[config.mk]
export PLATFORM = sky130hd
export DESIGN_NAME = butterfly_r2_flat
export DESIGN_NICKNAME = d
export VERILOG_FILES = /design/src/rtl/fft_pkg.sv /design/src/rtl/butterfly_r2_if.sv /design/src/rtl/delay_line.sv /design/src/rtl/butterfly_r2.sv /design/src/flat_wrapper.sv
export SDC_FILE = /design/constraint.sdc
export NUM_CORES = 1
export LEC_CHECK = 0
export CORE_ASPECT_RATIO = 2
export CORE_MARGIN = 4
export CORE_UTILIZATION = 61
export DETAILED_ROUTE_END_ITERATION = 7
export PLACE_DENSITY = 0.88
export SETUP_SLACK_MARGIN = 0.05
export SLEW_MARGIN = 5
export SYNTH_ARGS = -nofsm -noshare
export SYNTH_HDL_FRONTEND = slang
export SYNTH_SLANG_ARGS = --single-unit
[constraint.sdc]
create_clock -name clk -period 7.66 [get_ports clk]
set_input_delay 1.149 -clock clk [delete_from_list [all_inputs] [get_ports clk]]
set_output_delay 1.149 -clock clk [all_outputs]
set_load 0.02 [all_outputs]
[src/rtl/fft_pkg.sv]
// Shared FFT datapath definitions.
// Holds the sample width, the multiplier pipeline depth, the Q1.15 limits and
// the saturation helper used by the butterfly stage (and other FFT stages).
package fft_pkg;

   localparam int DW      = 16;   // Q1.15 sample width
   localparam int MUL_LAT = 4;    // multi16 operand-to-product latency

   localparam logic [DW-1:0] Q15_MAX = 16'h7FFF;
   localparam logic [DW-1:0] Q15_MIN = 16'h8000;

   // Saturated value plus a flag telling whether clipping happened.
   typedef struct packed {
      logic          sat;
      logic [DW-1:0] val;
   } sat_res_t;

   // Narrow a DW+1 bit two's complement value to DW bits. The value is out of
   // range exactly when the two top bits disagree; the top bit gives the sign.
   function automatic sat_res_t sat_dw(input logic [DW:0] din);
      sat_res_t res;
      if (din[DW] != din[DW-1]) begin
         res.sat = 1'b1;
         res.val = din[DW] ? Q15_MIN : Q15_MAX;
      end else begin
         res.sat = 1'b0;
         res.val = din[DW-1:0];
      end
      return res;
   endfunction

endpackage

[src/rtl/butterfly_r2_if.sv]
// Butterfly stage bus.
// master: upstream driver (A operand, multiplier products, overflow clear).
// slave : butterfly_r2 (consumes operands, returns X/Y, frame and overflow status).
interface butterfly_r2_if #(
   parameter int DW = fft_pkg::DW
);

   logic                 in_valid;
   logic signed [DW-1:0] a_re;
   logic signed [DW-1:0] a_im;
   logic signed [DW-1:0] pr_ac;
   logic signed [DW-1:0] pr_bd;
   logic signed [DW-1:0] pr_ad;
   logic signed [DW-1:0] pr_bc;
   logic                 ovf_clr;
   logic                 out_valid;
   logic signed [DW-1:0] x_re;
   logic signed [DW-1:0] x_im;
   logic signed [DW-1:0] y_re;
   logic signed [DW-1:0] y_im;
   logic                 frame_done;
   logic                 ovf;

   modport master (
      output in_valid, a_re, a_im, pr_ac, pr_bd, pr_ad, pr_bc, ovf_clr,
      input  out_valid, x_re, x_im, y_re, y_im, frame_done, ovf
   );

   modport slave (
      input  in_valid, a_re, a_im, pr_ac, pr_bd, pr_ad, pr_bc, ovf_clr,
      output out_valid, x_re, x_im, y_re, y_im, frame_done, ovf
   );

endinterface

[src/rtl/delay_line.sv]
// Fixed-depth alignment delay line; shifts every cycle, clears to 0 on reset.
// Ports: clk, rst_n (async, active-low), i_d (W bits in), o_q (i_d delayed D cycles).
module delay_line #(
   parameter int W = 1,
   parameter int D = 1
) (
   input  logic         clk,
   input  logic         rst_n,
   input  logic [W-1:0] i_d,
   output logic [W-1:0] o_q
);

   logic [W-1:0] r_stage [D];

   // Shift register: stage 0 takes the input, every later stage its predecessor.
   always_ff @(posedge clk or negedge rst_n) begin
      if (!rst_n) begin
         for (int i = 0; i < D; i++) begin
            r_stage[i] <= '0;
         end
      end else begin
         r_stage[0] <= i_d;
         for (int i = 1; i < D; i++) begin
            r_stage[i] <= r_stage[i-1];
         end
      end
   end

   assign o_q = r_stage[D-1];

endmodule

[src/rtl/butterfly_r2.sv]
// Radix-2 DIT butterfly behind four multi16 multipliers.
// Aligns A with the products, forms W*B, outputs X=(A+WB)/2 and Y=(A-WB)/2
// saturated to Q1.15, counts outputs per N-sample frame and keeps a sticky
// overflow flag.
// Ports: clk, rst_n (async, active-low), bus (butterfly_r2_if.slave).
module butterfly_r2
   import fft_pkg::*;
#(
   parameter int N = 16
) (
   input  logic          clk,
   input  logic          rst_n,
   butterfly_r2_if.slave bus
);

   localparam int CW = $clog2(N);
   localparam int LW = 2 * DW + 1;

   // ---------------- A / valid alignment with the multiplier pipeline
   logic [LW-1:0]        w_dl_in;
   logic [LW-1:0]        w_dl_out;
   logic                 w_al_valid;
   logic signed [DW-1:0] w_al_re;
   logic signed [DW-1:0] w_al_im;

   assign w_dl_in = {bus.in_valid, bus.a_re, bus.a_im};

   delay_line #(.W(LW), .D(MUL_LAT)) u_a_delay (
      .clk   (clk),
      .rst_n (rst_n),
      .i_d   (w_dl_in),
      .o_q   (w_dl_out)
   );

   assign w_al_valid = w_dl_out[LW-1];
   assign w_al_re    = w_dl_out[2*DW-1:DW];
   assign w_al_im    = w_dl_out[DW-1:0];

   // ---------------- stage 1: complex product W*B at full precision
   logic                 r_s1_valid;
   logic signed [DW:0]   r_wr;
   logic signed [DW:0]   r_wi;
   logic signed [DW-1:0] r_s1_are;
   logic signed [DW-1:0] r_s1_aim;

   // Stage-1 register; data only moves on a valid slot.
   always_ff @(posedge clk or negedge rst_n) begin
      if (!rst_n) begin
         r_s1_valid <= 1'b0;
         r_wr       <= '0;
         r_wi       <= '0;
         r_s1_are   <= '0;
         r_s1_aim   <= '0;
      end else begin
         r_s1_valid <= w_al_valid;
         if (w_al_valid) begin
            r_wr     <= {bus.pr_ac[DW-1], bus.pr_ac} - {bus.pr_bd[DW-1], bus.pr_bd};
            r_wi     <= {bus.pr_ad[DW-1], bus.pr_ad} + {bus.pr_bc[DW-1], bus.pr_bc};
            r_s1_are <= w_al_re;
            r_s1_aim <= w_al_im;
         end else begin
            r_wr     <= r_wr;
            r_wi     <= r_wi;
            r_s1_are <= r_s1_are;
            r_s1_aim <= r_s1_aim;
         end
      end
   end

   // ---------------- stage 2: sum/difference, halve, saturate
   logic [DW+1:0] w_sx_re, w_sx_im, w_sy_re, w_sy_im;
   sat_res_t      w_rx_re, w_rx_im, w_ry_re, w_ry_im;
   logic          w_any_sat;

   assign w_sx_re = {{2{r_s1_are[DW-1]}}, r_s1_are} + {r_wr[DW], r_wr};
   assign w_sx_im = {{2{r_s1_aim[DW-1]}}, r_s1_aim} + {r_wi[DW], r_wi};
   assign w_sy_re = {{2{r_s1_are[DW-1]}}, r_s1_are} - {r_wr[DW], r_wr};
   assign w_sy_im = {{2{r_s1_aim[DW-1]}}, r_s1_aim} - {r_wi[DW], r_wi};

   // Dropping the LSB is the arithmetic shift right by one (floor).
   assign w_rx_re = sat_dw(w_sx_re[DW+1:1]);
   assign w_rx_im = sat_dw(w_sx_im[DW+1:1]);
   assign w_ry_re = sat_dw(w_sy_re[DW+1:1]);
   assign w_ry_im = sat_dw(w_sy_im[DW+1:1]);

   assign w_any_sat = r_s1_valid &
                      (w_rx_re.sat | w_rx_im.sat | w_ry_re.sat | w_ry_im.sat);

   logic                 r_out_valid;
   logic                 r_frame_done;
   logic                 r_ovf;
   logic [CW-1:0]        r_cnt;
   logic signed [DW-1:0] r_x_re, r_x_im, r_y_re, r_y_im;

   // Output register, frame counter and frame_done pulse (aligned with out_valid).
   always_ff @(posedge clk or negedge rst_n) begin
      if (!rst_n) begin
         r_out_valid  <= 1'b0;
         r_frame_done <= 1'b0;
         r_cnt        <= '0;
         r_x_re       <= '0;
         r_x_im       <= '0;
         r_y_re       <= '0;
         r_y_im       <= '0;
      end else begin
         r_out_valid  <= r_s1_valid;
         r_frame_done <= r_s1_valid && (r_cnt == CW'(N - 1));
         if (r_s1_valid) begin
            // N is a power of two, so the natural wrap restarts the frame.
            r_cnt  <= r_cnt + CW'(1);
            r_x_re <= w_rx_re.val;
            r_x_im <= w_rx_im.val;
            r_y_re <= w_ry_re.val;
            r_y_im <= w_ry_im.val;
         end else begin
            r_cnt  <= r_cnt;
            r_x_re <= r_x_re;
            r_x_im <= r_x_im;
            r_y_re <= r_y_re;
            r_y_im <= r_y_im;
         end
      end
   end

   // Sticky overflow: a saturation in the same cycle as a clear keeps it set.
   always_ff @(posedge clk or negedge rst_n) begin
      if (!rst_n) begin
         r_ovf <= 1'b0;
      end else if (w_any_sat) begin
         r_ovf <= 1'b1;
      end else if (bus.ovf_clr) begin
         r_ovf <= 1'b0;
      end else begin
         r_ovf <= r_ovf;
      end
   end

   assign bus.out_valid  = r_out_valid;
   assign bus.frame_done = r_frame_done;
   assign bus.ovf        = r_ovf;
   assign bus.x_re       = r_x_re;
   assign bus.x_im       = r_x_im;
   assign bus.y_re       = r_y_re;
   assign bus.y_im       = r_y_im;

endmodule

[src/flat_wrapper.sv]
// flat-port wrapper written by rule: the top's interface ports become plain ports
module butterfly_r2_flat import fft_pkg::*;
#(
   parameter int N = 16
)
  (clk, rst_n, bus_in_valid, bus_a_re, bus_a_im, bus_pr_ac, bus_pr_bd, bus_pr_ad, bus_pr_bc, bus_ovf_clr, bus_out_valid, bus_x_re, bus_x_im, bus_y_re, bus_y_im, bus_frame_done, bus_ovf);
  butterfly_r2_if bus_i ();
  input  logic clk;
  input  logic rst_n;
  input wire logic [$bits(bus_i.in_valid)-1:0] bus_in_valid;
  input wire logic [$bits(bus_i.a_re)-1:0] bus_a_re;
  input wire logic [$bits(bus_i.a_im)-1:0] bus_a_im;
  input wire logic [$bits(bus_i.pr_ac)-1:0] bus_pr_ac;
  input wire logic [$bits(bus_i.pr_bd)-1:0] bus_pr_bd;
  input wire logic [$bits(bus_i.pr_ad)-1:0] bus_pr_ad;
  input wire logic [$bits(bus_i.pr_bc)-1:0] bus_pr_bc;
  input wire logic [$bits(bus_i.ovf_clr)-1:0] bus_ovf_clr;
  output wire logic [$bits(bus_i.out_valid)-1:0] bus_out_valid;
  output wire logic [$bits(bus_i.x_re)-1:0] bus_x_re;
  output wire logic [$bits(bus_i.x_im)-1:0] bus_x_im;
  output wire logic [$bits(bus_i.y_re)-1:0] bus_y_re;
  output wire logic [$bits(bus_i.y_im)-1:0] bus_y_im;
  output wire logic [$bits(bus_i.frame_done)-1:0] bus_frame_done;
  output wire logic [$bits(bus_i.ovf)-1:0] bus_ovf;
  assign bus_i.in_valid = bus_in_valid;
  assign bus_i.a_re = bus_a_re;
  assign bus_i.a_im = bus_a_im;
  assign bus_i.pr_ac = bus_pr_ac;
  assign bus_i.pr_bd = bus_pr_bd;
  assign bus_i.pr_ad = bus_pr_ad;
  assign bus_i.pr_bc = bus_pr_bc;
  assign bus_i.ovf_clr = bus_ovf_clr;
  assign bus_out_valid = bus_i.out_valid;
  assign bus_x_re = bus_i.x_re;
  assign bus_x_im = bus_i.x_im;
  assign bus_y_re = bus_i.y_re;
  assign bus_y_im = bus_i.y_im;
  assign bus_frame_done = bus_i.frame_done;
  assign bus_ovf = bus_i.ovf;
  butterfly_r2 #(.N(N)) u_core (.clk(clk), .rst_n(rst_n), .bus(bus_i));
endmodule
* Word-level counts from Yosys, hierarchy flattened *
Cells that the tools add are included.

word-level totals
  bits in registers = 270
  bits in latches = 0
  RAM bits = 0
  ROM bits = 0
  input bits = 100
  output and inout bits = 67
  word-level logic and storage cells = 45
  memories kept = 0

operators by class
  add/sub/neg operators = 7
  multiply operators = 0
  div/mod/pow operators = 0
  magnitude comparators = 0
  equality and inequality tests = 5
  shift operators = 0
  multiplexer cells = 10
  bitwise operators = 4
  reduce and logical (&&, ||, !) cells = 2

operator list
  operator                                                       count
  17-bit two-way mux                                             4
  16-bit two-way mux                                             4
  16-bit by 17-bit adder with 18-bit output                      2
  16-bit by 17-bit subtractor with 18-bit output                 2
  16-bit by 16-bit adder with 17-bit output                      1
  16-bit by 16-bit subtractor with 17-bit output                 1
  4-bit by 1-bit adder with 4-bit output, second input constant  1
  4-bit == test, second input constant                           1
  1-bit != test                                                  4
  1-bit OR                                                       3
  1-bit two-way mux                                              2
  2-bit nonzero test                                             1
  1-bit AND                                                      1
  1-bit logical AND                                              1

* Logic depth before layout (Yosys ltp) *
Gate-level depths: netlist (run 1).

  depth after elaboration = 8
  mapped depth = 18
  mapped depth without buffers = 15

* Modules after synthesis *
From an unflattened synthesis (run 1), not the netlist that was laid out.

unflattened totals
  cell total of the unflattened synthesis = 1322
  area, all modules = 13834.5 µm²

modules (own cells, without submodules)
  module        instances  cells each  area each (µm²)  seq. area each (µm²)
  butterfly_r2  1          1157        10283.6          3453.3
  delay_line    1          165         3550.9           3303.2

* Least setup slack after synthesis (run 1) *
OpenSTA, ideal clock, no wires.

  path kind = register to register
  start point = reg u_core.r_wi[0]
  end point = reg u_core.r_x_im[1], in the netlist u_core.bus.x_im[1]
  setup time = 77 ps
  arrival time = 3446 ps
  required time = 7583 ps
  setup slack = 4137 ps
  cell stages (with the launch flop) = 16
  path buffers = 2
  clock period less this slack = 3523 ps
  path through = dfrtp_1 > and2_1 > fa_1 > nor2b_1 > o21ai_0 > a31oi_1 > a221oi_1 > o31ai_1 > a21oi_1 > o21bai_2 > xnor2_1 > ha_1 > clkbuf_1 > clkbuf_1 > a21oi_1 > a21oi_1

on the way
  word-level cells in the longest chain between the ends = 3
  elaborated cells on any way between the ends = 4
  classes of those cells = add/sub (1); eq/ne (1); mux (2)

ends and longest elaborated chain
  item                                                        line                          source
  from (decl)                                                 butterfly_r2.sv:42            logic signed [DW:0] r_wi;
  from (signal assigned)                                      butterfly_r2.sv:58            r_wi <= {bus.pr_ad[DW-1], bus.pr_ad} + {bus.pr_bc[DW-1], bus.pr_bc};
  from (signal assigned)                                      butterfly_r2.sv:63            r_wi <= r_wi;
  16-bit by 17-bit adder with 18-bit output (*)               butterfly_r2.sv:76            assign w_sx_im = {{2{r_s1_aim[DW-1]}}, r_s1_aim} + {r_wi[DW], r_wi};
  16-bit two-way mux / 1-bit != test (equally long branches)  fft_pkg.sv:24, fft_pkg.sv:22
  17-bit two-way mux (*)                                      fft_pkg.sv:22                 if (din[DW] != din[DW-1]) begin
  to (signal assigned)                                        butterfly_r2.sv:112           r_x_im <= w_rx_im.val;
  to (signal assigned)                                        butterfly_r2.sv:118           r_x_im <= r_x_im;
  to (decl)                                                   butterfly_r2.sv:93            logic signed [DW-1:0] r_x_re, r_x_im, r_y_re, r_y_im;

Mark *: on every way between the ends. The rest lies on a longest branch, timed or not.
A chain may end at the register's enable or synchronous reset.

* Worst setup path in the final report (run 1) *
  start point = reg u_core.r_wi[0]
  end point = reg u_core.r_x_im[3], in the netlist u_core.bus.x_im[3]

Same word-level chain as after synthesis.

==> impl_metrics.env, run 1 <==
export IMPL_outcome="complete, no violations"
export IMPL_ant_nets=0
export IMPL_portBuffers=166
export IMPL_grt_setup_unrepaired="no"
export IMPL_wl_per_cell_um=18.5
export IMPL_final_cell_mix="dfrtp_1 (268), clkdlybuf4s50_1 (165), nor2_1 (113), inv_1 (112), a21oi_1 (110)"
export IMPL_finalSetupViolations=0
export IMPL_htreeDepth=1
export IMPL_cts_root_buffer="clkbuf_16"
export IMPL_synth_edf_count=0
export IMPL_grt_overflow_total=0
export IMPL_drc_errors=0
export IMPL_fin_nets=1650
export IMPL_synthesis_nets=1510
export IMPL_power_density_nw_per_um2=334
export IMPL_yosys_mux_area_fraction_pct=3.88
export IMPL_cp_start_kind="flop"
export IMPL_cts_resized=0
export IMPL_dr_total_vias=10000
export IMPL_cts_sinks=270
export IMPL_first_iter_violations=651
export IMPL_fin_cells=1730
export IMPL_synth_top_family_by_area="compound AO/OA/AOI/OAI gates"
export IMPL_final_common_cell="dfrtp_1"
export IMPL_peakVddDrop_mv=0.242
export IMPL_cts_buffer_depth=3
export IMPL_dp_cells=1689
export IMPL_tns_ns=0
export IMPL_syn_area_per_cell_um2=10.4
export IMPL_wl_mm=32.0
export IMPL_hp_class="reg -> reg"
export IMPL_crit_fanout=22
export IMPL_syn_to_final_growth_pct=19.1
export IMPL_yosysUniqueCellTypes=77
export IMPL_yosys_warnings=0
export IMPL_cts_tree="yes"
export IMPL_ioPinCount=167
export IMPL_grt_pass1_vias=10300
export IMPL_synth_top_cells_by_area="dfrtp_1 (50%), ha_1 (9.7%), a21oi_1 (4.1%)"
export IMPL_gp_routability_congestion=0.902
export IMPL_period_needed_ns=4.50
export IMPL_netlist_top_cell_by_area="dfrtp_1"
export IMPL_leakage_nw=7.26
export IMPL_maxSlewViolCount=0
export IMPL_die_area_um2=24800
export IMPL_synth_fa_ha_area_share_pct=10.6
export IMPL_cp_end_kind="flop"
export IMPL_synthSimpleGateAreaFrac_pct=10.6
export IMPL_fin_crit_sh_pct=58.8
export IMPL_synthXorXnorAreaFrac_pct=4.52
export IMPL_dpl_worst_slack_ns=3.23
export IMPL_critPathArrivalTime_ns=4.91
export IMPL_finalHoldViolations=0
export IMPL_start_util_pct=61.5
export IMPL_worst_slew_pin_slew_ns=1.05
export IMPL_drive_above_1_share_pct=6.26
export IMPL_slew_headroom_pct=29.9
export IMPL_cts_hold_fix_buffers=0
export IMPL_cts_buffers=24
export IMPL_antenna_cells=0
export IMPL_fmax_ghz=0.222
export IMPL_fin_skew_ns=0.0122
export IMPL_firstDrtPassIters=5
export IMPL_dp_hpwl_mm=23.5
export IMPL_synth_main_ff_cell="dfrtp_1"
export IMPL_crit_required_ns=8.07
export IMPL_rows=77
export IMPL_grt_pass1_wl_mm=51.4
export IMPL_clk_latency_ns=0.53
export IMPL_ys_seq_area_share_pct=49.8
export IMPL_via_per_inst=5.81
export IMPL_path_clk_slew_ns=0.07
export IMPL_core_um2=22100
export IMPL_antenna_found_initial=0
export IMPL_grt_total_usage_pct=25.6
export IMPL_fp_dieW_um=113
export IMPL_maxCapViolCount=0
export IMPL_ys_async_sr_fraction_pct=100
export IMPL_post_cts_setup_buffers=0
export IMPL_timing_final_ws_setup_ns=3.16
export IMPL_netlist_instances=1299
export IMPL_synthesis_area_um2=13600
export IMPL_synth_seq_cells=270
export IMPL_worst_setup_path_type="reg -> reg"
export IMPL_synth_top_area_share_pct=49.8
export IMPL_grt_max_degree=189
export IMPL_fp_dieH_um=219
export IMPL_synth_compound_area_share_pct=16.0
==> flip-flops by register name, summed over array words and instances (netlist names) <==
signal / cells
u_core.r_cnt: 4
u_core.r_s1_aim: 16
u_core.bus.x_re: 16
u_core.r_wr: 17
u_core.u_a_delay.o_q: 33
u_core.u_a_delay.r_stage: 99
u_core.bus.x_im: 16
u_core.bus.out_valid: 1
u_core.bus.frame_done: 1
u_core.r_wi: 17
u_core.bus.y_im: 16
u_core.r_s1_valid: 1
u_core.r_s1_are: 16
u_core.bus.ovf: 1
u_core.bus.y_re: 16
==> worst max-delay path, cell delays in order, from the launching register on <==
cell and delay [ns]:
dfrtp_1 0.41, and2_1 0.18, fa_1 0.38, nor2b_1 0.18
o21ai_0 0.31, a31oi_1 0.19, a221oi_1 0.44, o31ai_1 0.16
a21oi_1 0.20, o21bai_2 0.10, xnor2_1 0.14, ha_1 0.70
nand3_1 0.50, o21a_1 0.24, mux2_2 0.26
==> report_power, final <==
| part | switching, mW | total [mW] | internal, mW |
|---|---|---|---|
| logic | 1.36 | 2.35 | 0.999 |
| clock network | 0.519 | 1.17 | 0.650 |
| registers | 0.177 | 1.88 | 1.70 |
| total | 2.05 | 5.40 | 3.35 |
==> area by class of cell <==
class | count | area (um^2)
clock buffer | 36 | 717
multi-input combinational | 862 | 6180
clock inverter | 5 | 38.8
inverter | 112 | 420
tap | 276 | 345
sequential | 270 | 6760
timing repair buffer | 169 | 1700
fill | 1511 | 5900
==> cells in the mapped netlist, types with 12 or more instances <==
cell and instances:
dfrtp_1 270, xor2_1 21, nor3_1 19, o211ai_1 21, clkbuf_1 39, nand2_1 56, nor2_1 113, nor2b_1 26
xnor2_1 49, a31oi_1 14, o21a_1 16, mux2_2 37, a21oi_1 110, nand2b_1 12, inv_1 112, o21ai_0 64
ha_1 105, nand3_1 19
==> metrics by stage <==
stage	power, mW	area (um^2)	hold WS, ns	util (%)
finish	5.40	16200	0.340	73.3
global route	5.72	16200	0.348	73.3
CTS	5.44	16200	0.342	73.3
detailed placement	4.24	15400	0.335	69.8
global placement	4.17	15400	0.331	69.8
floorplan	3.39	13600	0.331	-
==> worst paths after layout <==
kind	slack, ns	cells after the start	to	start
max	3.16	14	u_core.bus.x_im[3]	u_core.r_wi[0]
min in group asynchronous	0.58	1	u_core.bus.y_im[9]	rst_n
max in group asynchronous	5.61	2	u_core.u_a_delay.o_q[32]	rst_n
max reg2reg	3.16	14	u_core.bus.x_im[3]	u_core.r_wi[0]
min	0.34	0	u_core.u_a_delay.o_q[25]	u_core.u_a_delay.r_stage[58]
min reg2reg	0.34	0	u_core.u_a_delay.o_q[25]	u_core.u_a_delay.r_stage[58]
==> cell families after synthesis <==
family / count (synthesis)
buffers and inverters: 167
AOI/OAI and AO/OA: 338
DFF: 270
xor gates and xnor gates: 70
adders and majority gates: 111
and+or+nand+nor: 295
muxes: 48
==> per-layer routing <==
metal / wire, um / track usage, % / vias to the layer above
met5: 0 / 0 / -
met4: 1280 / 10.3 / 0
met3: 1470 / 2.65 / 86
met2: 16800 / 46.4 / 335
met1: 12400 / 30.8 / 4862
li1: - / - / 4766
Note: power is estimated with default switching activity, not from simulation.
==> run 2: changes to the inputs <==
CORE_UTILIZATION = 56   (was 61)
PLACE_DENSITY = 0.82   (was 0.88)
clock period = 4.65 ns   (was 7.66 ns; I/O delays follow)
==> run 2 against run 1 <==
  * Sequential power up 64%
  * Via count down 2.2%
  * Register-to-register slack worse by 2.7 ns
  * First-iteration DRC count down 2.8%
  * Worst hold slack worse by 0.092 ns
  * Combinational power up 67%
  * Die area up 8.4%
  * Final cell count up 1.2%
  * Count of clock-buffer cells in the layout down 5
  * Critical endpoint unchanged
  * Largest cell class unchanged
==> impl_metrics.env, run 2 (same netlist as run 1, synthesis figures left out) <==
export IMPL_via_per_inst=5.62
export IMPL_grt_pass1_vias=9969
export IMPL_path_clk_slew_ns=0.07
export IMPL_portBuffers=166
export IMPL_final_cell_mix="dfrtp_1 (268), clkdlybuf4s50_1 (165), inv_1 (112), nor2_1 (112), a21oi_1 (110)"
export IMPL_top_register="u_core.u_a_delay.r_stage"
export IMPL_maxSlewViolCount=0
export IMPL_finalSetupViolations=0
export IMPL_grt_setup_unrepaired="no"
export IMPL_crit_end="u_core.bus.x_im[3]"
export IMPL_fillers=1794
export IMPL_fp_dieW_um=118
export IMPL_hp_class="in -> async"
export IMPL_final_common_cell="dfrtp_1"
export IMPL_antenna_cells=0
export IMPL_rows=80
export IMPL_outcome="complete, no violations"
export IMPL_reg2reg_setup_slack_ns=0.48
export IMPL_whs_ns=0.248
export IMPL_gp_routability_congestion=0.936
export IMPL_wl_per_cell_um=17.5
export IMPL_worst_slew_pin_slew_ns=0.930
export IMPL_grt_overflow_total=0
export IMPL_rr_startpoint="u_core.r_wi[0]"
export IMPL_reg2reg_depth=14
export IMPL_core_um2=23900
export IMPL_tns_ns=0
export IMPL_cts_root_buffer="clkbuf_16"
export IMPL_antenna_found_initial=0
export IMPL_leakage_nw=7.29
export IMPL_worst_setup_path_type="reg -> reg"
export IMPL_cts_buffer_depth=3
export IMPL_clk_latency_ns=0.53
export IMPL_fp_dieH_um=228
export IMPL_fin_crit_sh_pct=89.6
export IMPL_post_route_util_pct=67.9
export IMPL_largest_reg_flops=99
export IMPL_finalPower_mw=8.89
export IMPL_ant_nets=0
export IMPL_maxCapViolCount=0
export IMPL_finalHoldViolations=0
export IMPL_peakVddDrop_mv=0.310
export IMPL_grt_max_degree=126
export IMPL_fin_nets=1660
export IMPL_drive_above_1_share_pct=7.04
export IMPL_critPathArrivalTime_ns=4.58
export IMPL_dr_total_vias=9831
export IMPL_slew_headroom_pct=38.0
export IMPL_firstDrtPassIters=5
export IMPL_power_density_nw_per_um2=548
export IMPL_crit_fanout=13
export IMPL_cts_resized=0
export IMPL_cts_sinks=270
export IMPL_cts_tree="yes"
export IMPL_drc_errors=0
export IMPL_die_area_um2=26900
export IMPL_htreeDepth=1
export IMPL_syn_to_final_growth_pct=19.6
export IMPL_post_cts_setup_buffers=0
export IMPL_cts_buffers=23
export IMPL_cp_start_kind="flop"
export IMPL_wl_mm=30.6
export IMPL_grt_total_usage_pct=22.6
export IMPL_r2r_end="u_core.bus.x_im[3]"
export IMPL_start_util_pct=56.7
export IMPL_first_iter_violations=633
export IMPL_ioPinCount=167
export IMPL_crit_required_ns=5.06
export IMPL_fin_skew_ns=0.00951
export IMPL_period_needed_ns=4.17
export IMPL_cp_end_kind="flop"
export IMPL_startpoint="u_core.r_wi[0]"
export IMPL_cts_hold_fix_buffers=0
export IMPL_grt_pass1_wl_mm=50.2
export IMPL_fmax_ghz=0.240
export IMPL_dp_hpwl_mm=23.1
-- run 2: cell count changes in the layout (fill, tap and decap cells not counted) --
cell and change:
clkinv_2 -1, inv_6 -1, bufinv_16 +1, nor2_2 +1, buf_4 +11, nor2_1 -1, clkbuf_8 -1, clkinv_4 +1
clkbuf_16 -2, clkbuf_1 -2, clkinvlp_4 +3
-- run 2: cell type report --
type / instances / area (um^2) / area share, %
Clock buffer: 31 / 646 / 3.98
Clock inverter: 8 / 86.3 / 0.532
Inverter: 112 / 420 / 2.59
Multi-Input combinational cell: 862 / 6180 / 38.0
Sequential cell: 270 / 6760 / 41.7
Tap cell: 287 / 359 / 2.21
Timing Repair Buffer: 180 / 1780 / 11.0
-- run 2: stage by stage --
step,cell area (um^2),setup WS [ns],cells
floorplan,13600,1.13,1299
global placement,15500,0.621,1711
detailed placement,15500,0.507,1711
CTS,16200,0.491,1750
global route,16200,0.112,1750
finish,16200,0.484,1750
-- run 2: worst max-delay path, cell delays in order, from the launching register on --
cell	delay (ns)
dfrtp_1	0.40
and2_1	0.18
fa_1	0.38
nor2b_1	0.17
o21ai_0	0.33
a31oi_1	0.20
a221oi_1	0.40
o31ai_1	0.15
a21oi_1	0.21
o21bai_2	0.10
xnor2_1	0.14
ha_1	0.50
nand3_1	0.42
o21a_1	0.23
mux2_2	0.26
-- run 2: metal layers --
layer	track usage [%]	vias up	wire length, um
li1	-	4786	-
met1	28.4	4725	12700
met2	39.9	258	15500
met3	2.58	62	1210
met4	9.03	0	1130
met5	0	-	0
-- run 2: worst min-delay path by stage --
stage	cells after the start	slack [ns]	endpoint
global placement	0	0.33	u_core.u_a_delay.r_stage[88]
detailed placement	0	0.33	u_core.u_a_delay.o_q[15]
global route	1	0.33	u_core.u_a_delay.r_stage[130]
finish	1	0.25	u_core.u_a_delay.r_stage[64]
CTS	1	0.30	u_core.u_a_delay.r_stage[64]
floorplan	0	0.33	u_core.u_a_delay.o_q[0]
-- run 2: where the power goes --
part / total (mW) / leakage, nW / internal (mW) / switching [mW]
Combinational: 3.92 / 3.81 / 1.70 / 2.22
Sequential: 3.08 / 3.14 / 2.80 / 0.282
Clock: 1.89 / 0.350 / 1.04 / 0.855
